<file path="config.mk">
export PLATFORM = sky130hd
export DESIGN_NAME = car_request_sensor
export DESIGN_NICKNAME = d
export VERILOG_FILES = /design/src/rtl/car_request_sensor.sv
export SDC_FILE = /design/constraint.sdc
export NUM_CORES = 1
export LEC_CHECK = 0
export BUFFER_PORTS_ARGS = -buffer_cell sky130_fd_sc_hd__buf_2
export CORE_UTILIZATION = 30
export DETAILED_ROUTE_END_ITERATION = 8
export GPL_ROUTABILITY_DRIVEN = 1
export PLACE_DENSITY_LB_ADDON = 0.12
export SLEW_MARGIN = 20
export SYNTH_ARGS = -nofsm -noshare
export SYNTH_HDL_FRONTEND = slang
export SYNTH_SLANG_ARGS = --single-unit
export TNS_END_PERCENT = 30
</file>
<file path="constraint.sdc">
create_clock -name clk -period 2.6 [get_ports clk]
set_clock_uncertainty 0.2 [all_clocks]
set_input_delay 0.13 -clock clk [delete_from_list [all_inputs] [get_ports clk]]
set_output_delay 0.13 -clock clk [all_outputs]
set_load 0.01 [all_outputs]
</file>
<file path="src/rtl/car_request_sensor.sv">
// Vehicle-loop front end: two-flop sync, debounce, and a latched per-direction car request.
// Optional STARVE_ALARM_EN adds sticky ew_starve/ns_starve flags driven by the wait counters.

module car_request_channel #(
    parameter int DEBOUNCE_CYCLES = 4,
    parameter int SERVE_CYCLES    = 8,
    parameter int WAIT_W          = 8,
    parameter int MAX_WAIT        = 200
) (
    input  logic              clk,
    input  logic              rst_n,
    input  logic              loop_raw,
    input  logic              own_lite,
    output logic              car,
    output logic [WAIT_W-1:0] wait_cnt
`ifdef STARVE_ALARM_EN
    ,
    output logic              starve
`endif
);
    // state   | meaning
    // IDLE    | no outstanding request
    // REQ     | car waiting for own green, wait counter running
    // SERVING | own green active, serve counter running, wait held

    localparam int DW = (DEBOUNCE_CYCLES > 1) ? $clog2(DEBOUNCE_CYCLES) : 1;
    localparam int SW = (SERVE_CYCLES > 1) ? $clog2(SERVE_CYCLES) : 1;
    localparam logic [DW-1:0] DEB_LAST   = DW'(DEBOUNCE_CYCLES - 1);
    localparam logic [SW-1:0] SERVE_LAST = SW'(SERVE_CYCLES - 1);

    typedef enum logic [1:0] {
        IDLE    = 2'd0,
        REQ     = 2'd1,
        SERVING = 2'd2
    } state_t;

    state_t            state, next_state;
    logic              sync1, sync2;
    logic              deb, deb_prev;
    logic [DW-1:0]     deb_cnt;
    logic [SW-1:0]     serve_cnt;
    logic [WAIT_W-1:0] wait_next;
    logic              arrival;

    always_ff @(posedge clk or negedge rst_n) begin
        if (!rst_n) begin
            sync1 <= 1'b0;
            sync2 <= 1'b0;
        end else begin
            sync1 <= loop_raw;
            sync2 <= sync1;
        end
    end

    // The level only moves after DEBOUNCE_CYCLES consecutive disagreeing samples.
    always_ff @(posedge clk or negedge rst_n) begin
        if (!rst_n) begin
            deb      <= 1'b0;
            deb_cnt  <= '0;
            deb_prev <= 1'b0;
        end else begin
            deb_prev <= deb;
            if (sync2 == deb) begin
                deb_cnt <= '0;
            end else if (deb_cnt == DEB_LAST) begin
                deb     <= ~deb;
                deb_cnt <= '0;
            end else begin
                deb_cnt <= deb_cnt + 1'b1;
            end
        end
    end

    assign arrival = deb & ~deb_prev;

    always_ff @(posedge clk or negedge rst_n) begin
        if (!rst_n) state <= IDLE;
        else        state <= next_state;
    end

    always_comb begin
        next_state = state;
        case (state)
            IDLE:    if (arrival && !own_lite) next_state = REQ;
            REQ:     if (own_lite) next_state = SERVING;
            SERVING: begin
                if (serve_cnt == SERVE_LAST && !deb) next_state = IDLE;
                else if (!own_lite)                  next_state = REQ;
            end
            default: next_state = IDLE;
        endcase
    end

    always_comb begin
        car = (state == REQ) || (state == SERVING);
    end

    // Held at zero outside SERVING so every service window starts from 0.
    always_ff @(posedge clk or negedge rst_n) begin
        if (!rst_n)                      serve_cnt <= '0;
        else if (state != SERVING)       serve_cnt <= '0;
        else if (serve_cnt != SERVE_LAST) serve_cnt <= serve_cnt + 1'b1;
    end

    always_comb begin
        wait_next = wait_cnt;
        if (next_state == IDLE)             wait_next = '0;
        else if (state == REQ && !(&wait_cnt)) wait_next = wait_cnt + 1'b1;
    end

    always_ff @(posedge clk or negedge rst_n) begin
        if (!rst_n) wait_cnt <= '0;
        else        wait_cnt <= wait_next;
    end

`ifdef STARVE_ALARM_EN
    localparam logic [WAIT_W-1:0] MAX_LVL = WAIT_W'(MAX_WAIT);

    always_ff @(posedge clk or negedge rst_n) begin
        if (!rst_n)                    starve <= 1'b0;
        else if (next_state == IDLE)   starve <= 1'b0;
        else if (wait_next >= MAX_LVL) starve <= 1'b1;
    end
`endif

endmodule

module car_request_sensor #(
    parameter int DEBOUNCE_CYCLES = 4,
    parameter int SERVE_CYCLES    = 8,
    parameter int WAIT_W          = 8,
    parameter int MAX_WAIT        = 200
) (
    input  logic              clk,
    input  logic              rst_n,
    input  logic              ew_loop_raw,
    input  logic              ns_loop_raw,
    input  logic              ew_lite,
    input  logic              ns_lite,
    output logic              ew_car,
    output logic              ns_car,
    output logic [WAIT_W-1:0] ew_wait,
    output logic [WAIT_W-1:0] ns_wait
`ifdef STARVE_ALARM_EN
    ,
    output logic              ew_starve,
    output logic              ns_starve
`endif
);

    if (DEBOUNCE_CYCLES < 1) begin : g_bad_debounce
        $error("DEBOUNCE_CYCLES must be at least 1");
    end
    if (SERVE_CYCLES < 1) begin : g_bad_serve
        $error("SERVE_CYCLES must be at least 1");
    end
    if (MAX_WAIT >= (1 << WAIT_W)) begin : g_bad_max_wait
        $error("MAX_WAIT must fit in WAIT_W bits");
    end

    car_request_channel #(
        .DEBOUNCE_CYCLES(DEBOUNCE_CYCLES),
        .SERVE_CYCLES   (SERVE_CYCLES),
        .WAIT_W         (WAIT_W),
        .MAX_WAIT       (MAX_WAIT)
    ) u_ew (
        .clk     (clk),
        .rst_n   (rst_n),
        .loop_raw(ew_loop_raw),
        .own_lite(ew_lite),
        .car     (ew_car),
        .wait_cnt(ew_wait)
`ifdef STARVE_ALARM_EN
        ,
        .starve  (ew_starve)
`endif
    );

    car_request_channel #(
        .DEBOUNCE_CYCLES(DEBOUNCE_CYCLES),
        .SERVE_CYCLES   (SERVE_CYCLES),
        .WAIT_W         (WAIT_W),
        .MAX_WAIT       (MAX_WAIT)
    ) u_ns (
        .clk     (clk),
        .rst_n   (rst_n),
        .loop_raw(ns_loop_raw),
        .own_lite(ns_lite),
        .car     (ns_car),
        .wait_cnt(ns_wait)
`ifdef STARVE_ALARM_EN
        ,
        .starve  (ns_starve)
`endif
    );

endmodule

</file>
Word level (Yosys, flattened, before mapping). Index checks and enable logic that the tools add are counted.

Flip-flop bits (word level): 38. Input port bits: 6. Word-level logic and storage cells: 92.

Add/sub/neg operators: 6. Equality and inequality tests: 14. Muxes and demuxes: 22. Bitwise logic cells: 8. Reduce and logical (&&, ||, !) cells: 26.

Operators with widths (number): $mux W8 (4); $mux W2 (12); $add A8 B1 Y8 const B (2); $reduce_and A8 Y1 (2); $mux W3 (4); $pmux W2 S3 (2); $eq A2 B2 Y1 const B (4); $logic_not A2 Y1 (4); $reduce_bool A2 Y1 (4); $add A3 B1 Y3 const B (2); $eq A3 B3 Y1 const B (2); $logic_and A1 B1 Y1 (6); $logic_not A1 Y1 (6); $ne A3 B3 Y1 const B (2); $not A1 Y1 (6); $add A2 B1 Y2 const B (2); $eq A2 B1 Y1 const B (2); $ne A2 B2 Y1 const B (2); $reduce_and A2 Y1 (2); $and A1 B1 Y1 (2); $eq A1 B1 Y1 (2); $logic_or A1 B1 Y1 (2).

Longest topological paths before layout.
Depth in word-level cells: 7. Depth in mapped cells: 7. Depth with buffers taken out: 6.

Cells and area by module. Synthesis repeated with hierarchy kept, for this count alone.

Cells, all modules: 177. Area total of the unflattened synthesis: 2058.2 um2.

Modules (own cells, without submodules): car_request_channel (u_ns) (instances 1, cells an instance 88, area an instance 1034.7 um2, seq. area each 475.5 um2); car_request_channel (u_ew) (instances 1, cells an instance 89, area an instance 1023.5 um2, seq. area each 475.5 um2).

Worst setup path after synthesis. Ideal clock, no wire load.

Path type: reg2reg. Start: reg u_ns.serve_cnt[0]. End: reg u_ns.wait_cnt[2]. Arrival time: 1.710 ns. Setup slack: 0.584 ns. Cell stages (with the launch flop): 8. Path buffers: 1. Period minus slack after synthesis: 2.016 ns. Path through: dfrtp_1 -> ha_1 -> ha_1 -> inv_2 -> o21ai_1 -> o311a_1 -> buf_4 -> a2111oi_4.

Word-level cells in the longest chain between the ends: 6. Elaborated cells between the ends (all ways): 7.

RTL lines: start: declaration (RTL line 41) `logic [SW-1:0] serve_cnt;`; start signal: assignment (RTL line 102) `else if (serve_cnt != SERVE_LAST) serve_cnt <= serve_cnt + 1'b1;`; $eq A3 B3 Y1 * (RTL line 87) `if (serve_cnt == SERVE_LAST && !deb) next_state = IDLE;`; $logic_and A1 B1 Y1 * (RTL line 87); $mux W2 * (RTL line 87); $pmux W2 S3 * (RTL line 83) `case (state)`; $logic_not A2 Y1 * (RTL line 107) `if (next_state == IDLE) wait_next = '0;`; $mux W8 / $reduce_bool A2 Y1 (equally long branches); end signal: assignment (RTL line 113) `else wait_cnt <= wait_next;`; end: declaration (RTL line 15) `output logic [WAIT_W-1:0] wait_cnt`.

Every way passes the cells marked *; elsewhere a longest branch is shown, timed or not. A chain may end at the register's enable or synchronous reset.

Worst setup path in the final report. Same ends and word-level chain as after synthesis.

==> metrics.cfg <==
[placed_design]
post-dp-hpwl_mm=2.816
io_buffer_count=23
placement.cell_area_um2=2183
gp_congestion=0.7515

[global_routing]
grt_max_degree=39
overflow=0
antenna_found_initial=0
wire_length_of_the_first_global_routing_pass_mm=6.955
grt.total_usage=0.1235
number_of_global_route_vias_before_repair=1492

[setup_path]
worst_ep_required_time_ns=2.59
critPathMaxFanout=9
worst_r2r_startpoint=u_ns.serve_cnt[0]$_DFFE_PN0P_
timing_worst_setup_path_type=flip-flop to flip-flop
setup.worst_path.end_class=flip-flop
worst_setup_path_startpoint=u_ns.serve_cnt[0]$_DFFE_PN0P_
cp_data_arrival_time_ns=2.15
critPathBufInv=1
critical_path.max_stage_delay_ns=0.45
internal_reg_to_reg_setup_slack_ns=0.43
crit_family=compound AO/OA/AOI/OAI gates
critPathSlowestCell=sky130_fd_sc_hd__o311a_1
timing.critical_path.from_type=flip-flop
timing.critical_path.cells=ha_1 -> ha_1 -> inv_2 -> o21ai_1 -> o311a_1 -> a2111oi_4
path_common_cell=sky130_fd_sc_hd__ha_1

[clock_tree]
clockRootBuffer=sky130_fd_sc_hd__clkbuf_8
tritoncts.num_buffers=5
cts.reportedPaths.clkPinSlew_ns=0.07
h-tree-depth=2
cts_buffer_depth=2
clkSinkCount=38
post_cts_resize_count=0
clk_latency_ns=0.29
cts_tree=built

[logic_synthesis]
post_synth_instance_area_um2=1992
post_synth_edffs=0
share_of_flip_flops_with_an_asynchronous_set_or_reset_after_synthesis=1.000
yosys_warnings=0
leading_area_contributor_after_synthesis=sky130_fd_sc_hd__dfrtp_1
synth_cells=176
ys_top_cells_by_area=sky130_fd_sc_hd__dfrtp_1, sky130_fd_sc_hd__ha_1, sky130_fd_sc_hd__mux2i_1
synth.yosys.seq_area_share=0.4774
synth_cell_types=44
syn_area_per_cell_um2=11.32
syn_nets=198
synthDominantCellAreaShare=0.4774
postSynthRegisterBits=38
ys_dominant_reg_cell=sky130_fd_sc_hd__dfrtp_1

[power_and_ir_drop]
cellLeakagePower_nw=1.074
p_switching_mw=0.7289
power_per_cell_area_nw_per_um2=894.5
p_int_mw=1.387
power.share.combinational=0.325
power_switching_share=0.3444
p_clk_frac=0.295
ir_drop_mv=0.2629
power_frac_seq=0.380

[floorplan]
design.die.area_um2=6970
floorplan.io_pins=24
die_height_um=83.49
rows=29
initial_core_util=0.3119
chipWidth_um=83.49
design.core.area_um2=6386

[routing]
detailroute.via_count=1459
routedWlPerCell_um=13.66
vias_per_cell=5.137
drt_iter0_markers=96
postRouteAntennaNets=0
totalWireLength_mm=3.880
drt_pass1_iterations=4
post_detailed_route_drc_marker_count=0

[sta]
rsz0062_at_grt=false
timing.max_slew.rel_slack=0.4226
setup_violation_total_in_the_final_timing_report=0
setup-tns-final_ns=0
finalHoldViolCount=0
finalMaxSlewViolations=0
min_period_ns=2.166
worst_margin_pin_slew_ns=0.8661
fmax_ghz=0.4617
min_period_over_period=0.8330

[cells_and_area]
final_design_area_no_fill_um2=2366
post-route-util=0.3705
layout.nets=228
final_layout_size_suffix_gt1_frac=0.1932
multiInputGateArea_um2=994.7
antenna_cells_inserted=0
layout.area.seq_um2=950.9
final.fill_count=645
layout_stage_area_growth_over_the_synthesis_result_pct=18.78

[min_path]
holdCritStartpoint=u_ew.sync1$_DFF_PN0_
path_category_of_the_worst_min_delay_check=flip-flop to flip-flop

[run_status]
run_status=completed

[flow_run]
cap_viol_max_count=0

-- path summary, 6_finish.rpt --
path,end,cells past startpoint
setup / recovery,u_ns.wait_cnt[2]$_DFFE_PN0P_,6
hold / removal,u_ew.sync2$_DFF_PN0_,0
setup reg to reg,u_ns.wait_cnt[2]$_DFFE_PN0P_,6
hold reg to reg,u_ew.sync2$_DFF_PN0_,0
max in group asynchronous,u_ew.serve_cnt[2]$_DFFE_PN0P_,2
min in group asynchronous,u_ew.wait_cnt[3]$_DFFE_PN0P_,2
-- cell usage in the layout, fill, tap and decap left out, types with 2 or more instances in the layout --
cell type,n
sky130_fd_sc_hd__ha_1,16
sky130_fd_sc_hd__and3_1,2
sky130_fd_sc_hd__nand2_1,5
sky130_fd_sc_hd__dfrtp_1,38
sky130_fd_sc_hd__nor3_1,7
sky130_fd_sc_hd__inv_1,6
sky130_fd_sc_hd__xnor2_1,4
sky130_fd_sc_hd__a21o_1,2
sky130_fd_sc_hd__o21ai_0,4
sky130_fd_sc_hd__nor2_1,10
sky130_fd_sc_hd__a21oi_1,7
sky130_fd_sc_hd__a211oi_1,7
sky130_fd_sc_hd__o211ai_1,3
sky130_fd_sc_hd__o21ai_1,3
sky130_fd_sc_hd__and4_1,2
sky130_fd_sc_hd__and2_1,2
sky130_fd_sc_hd__clkbuf_8,6
sky130_fd_sc_hd__mux2i_1,8
sky130_fd_sc_hd__bufinv_16,2
sky130_fd_sc_hd__dlygate4sd3_1,4
sky130_fd_sc_hd__nor4_1,3
sky130_fd_sc_hd__nand4_1,5
sky130_fd_sc_hd__buf_2,23
sky130_fd_sc_hd__xor2_1,7
sky130_fd_sc_hd__nor2b_1,7
sky130_fd_sc_hd__mux2_2,2
sky130_fd_sc_hd__nand3_1,5
-- state kept, by name, indices dropped and copies added (netlist names) --
signal,cells
u_ew.wait_cnt,8
u_ns.wait_cnt,8
u_ew.serve_cnt,3
u_ns.serve_cnt,3
u_ew.deb_cnt,2
u_ew.state,2
u_ns.deb_cnt,2
u_ns.state,2
u_ew.deb,1
u_ew.deb_prev,1
u_ew.sync1,1
u_ew.sync2,1
u_ns.deb,1
u_ns.deb_prev,1
u_ns.sync1,1
u_ns.sync2,1
-- layer usage --
layer,GRT usage,vias to the layer above,wire length (µm)
met4,0.04468,0,56
met5,0,-,0
met1,0.1558,726,1814
met2,0.2019,25,1872
met3,0.03561,6,138
li1,-,702,-
-- power groups by stage --
stage	logic [mW]	registers, mW	clock network [mW]
floorplan	0.543	0.796	0
global placement	0.673	0.810	0
detailed placement	0.693	0.815	0
CTS	0.699	0.805	0.644
global route	0.770	0.824	0.670
finish	0.688	0.804	0.624
-- through the flow --
step	total power [mW]	instances	worst slack, ns	hold WS (ns)
2_1_floorplan	1.338	176	0.5837	-0.3656
3_3_place_gp	1.483	272	0.4870	0.03886
3_5_place_dp	1.508	272	0.4411	0.04132
4_1_cts	2.148	284	0.4294	0.1548
5_1_grt	2.265	284	0.3283	0.1734
6_report	2.116	284	0.4342	0.1530
-- logic make-up after synthesis --
| kind of cell | synth area share |
|---|---|
| flops | 0.4774 |
| fa+ha+maj | 0.1005 |
| xor+xnor | 0.04837 |
| compound gates | 0.1426 |
| mux | 0.05151 |
| buf+inv | 0.02323 |
| simple gates | 0.1564 |
-- worst reg2reg max path: stages (launching register included) --
cell,delay (ns)
sky130_fd_sc_hd__dfrtp_1,0.40
sky130_fd_sc_hd__ha_1,0.20
sky130_fd_sc_hd__ha_1,0.27
sky130_fd_sc_hd__inv_2,0.08
sky130_fd_sc_hd__o21ai_1,0.08
sky130_fd_sc_hd__o311a_1,0.45
sky130_fd_sc_hd__a2111oi_4,0.38
-- cells in the mapped netlist, types with 6 or more instances --
cell / instances
sky130_fd_sc_hd__inv_1: 6
sky130_fd_sc_hd__a21oi_1: 7
sky130_fd_sc_hd__dfrtp_1: 38
sky130_fd_sc_hd__xor2_1: 7
sky130_fd_sc_hd__nor2b_1: 7
sky130_fd_sc_hd__nor3_1: 7
sky130_fd_sc_hd__a211oi_1: 7
sky130_fd_sc_hd__mux2i_1: 8
sky130_fd_sc_hd__nor2_1: 10
sky130_fd_sc_hd__ha_1: 16
-- timing repair --
item / in CTS / in global routing
buffers inserted: 0 / 0
hold buffers: 4 / 0
hold endpoints to repair: 41 / 0
-- area by class of cell --
class,count,share of cell area
multi-input cells,127,0.4204
repair buffers,27,0.06557
flip-flops and latches,38,0.4019
clock inverters,2,0.02538
clock buffers,6,0.03490
inverters,7,0.01111
well taps,77,0.04072
No activity file was read; power rests on OpenSTA's default activity.
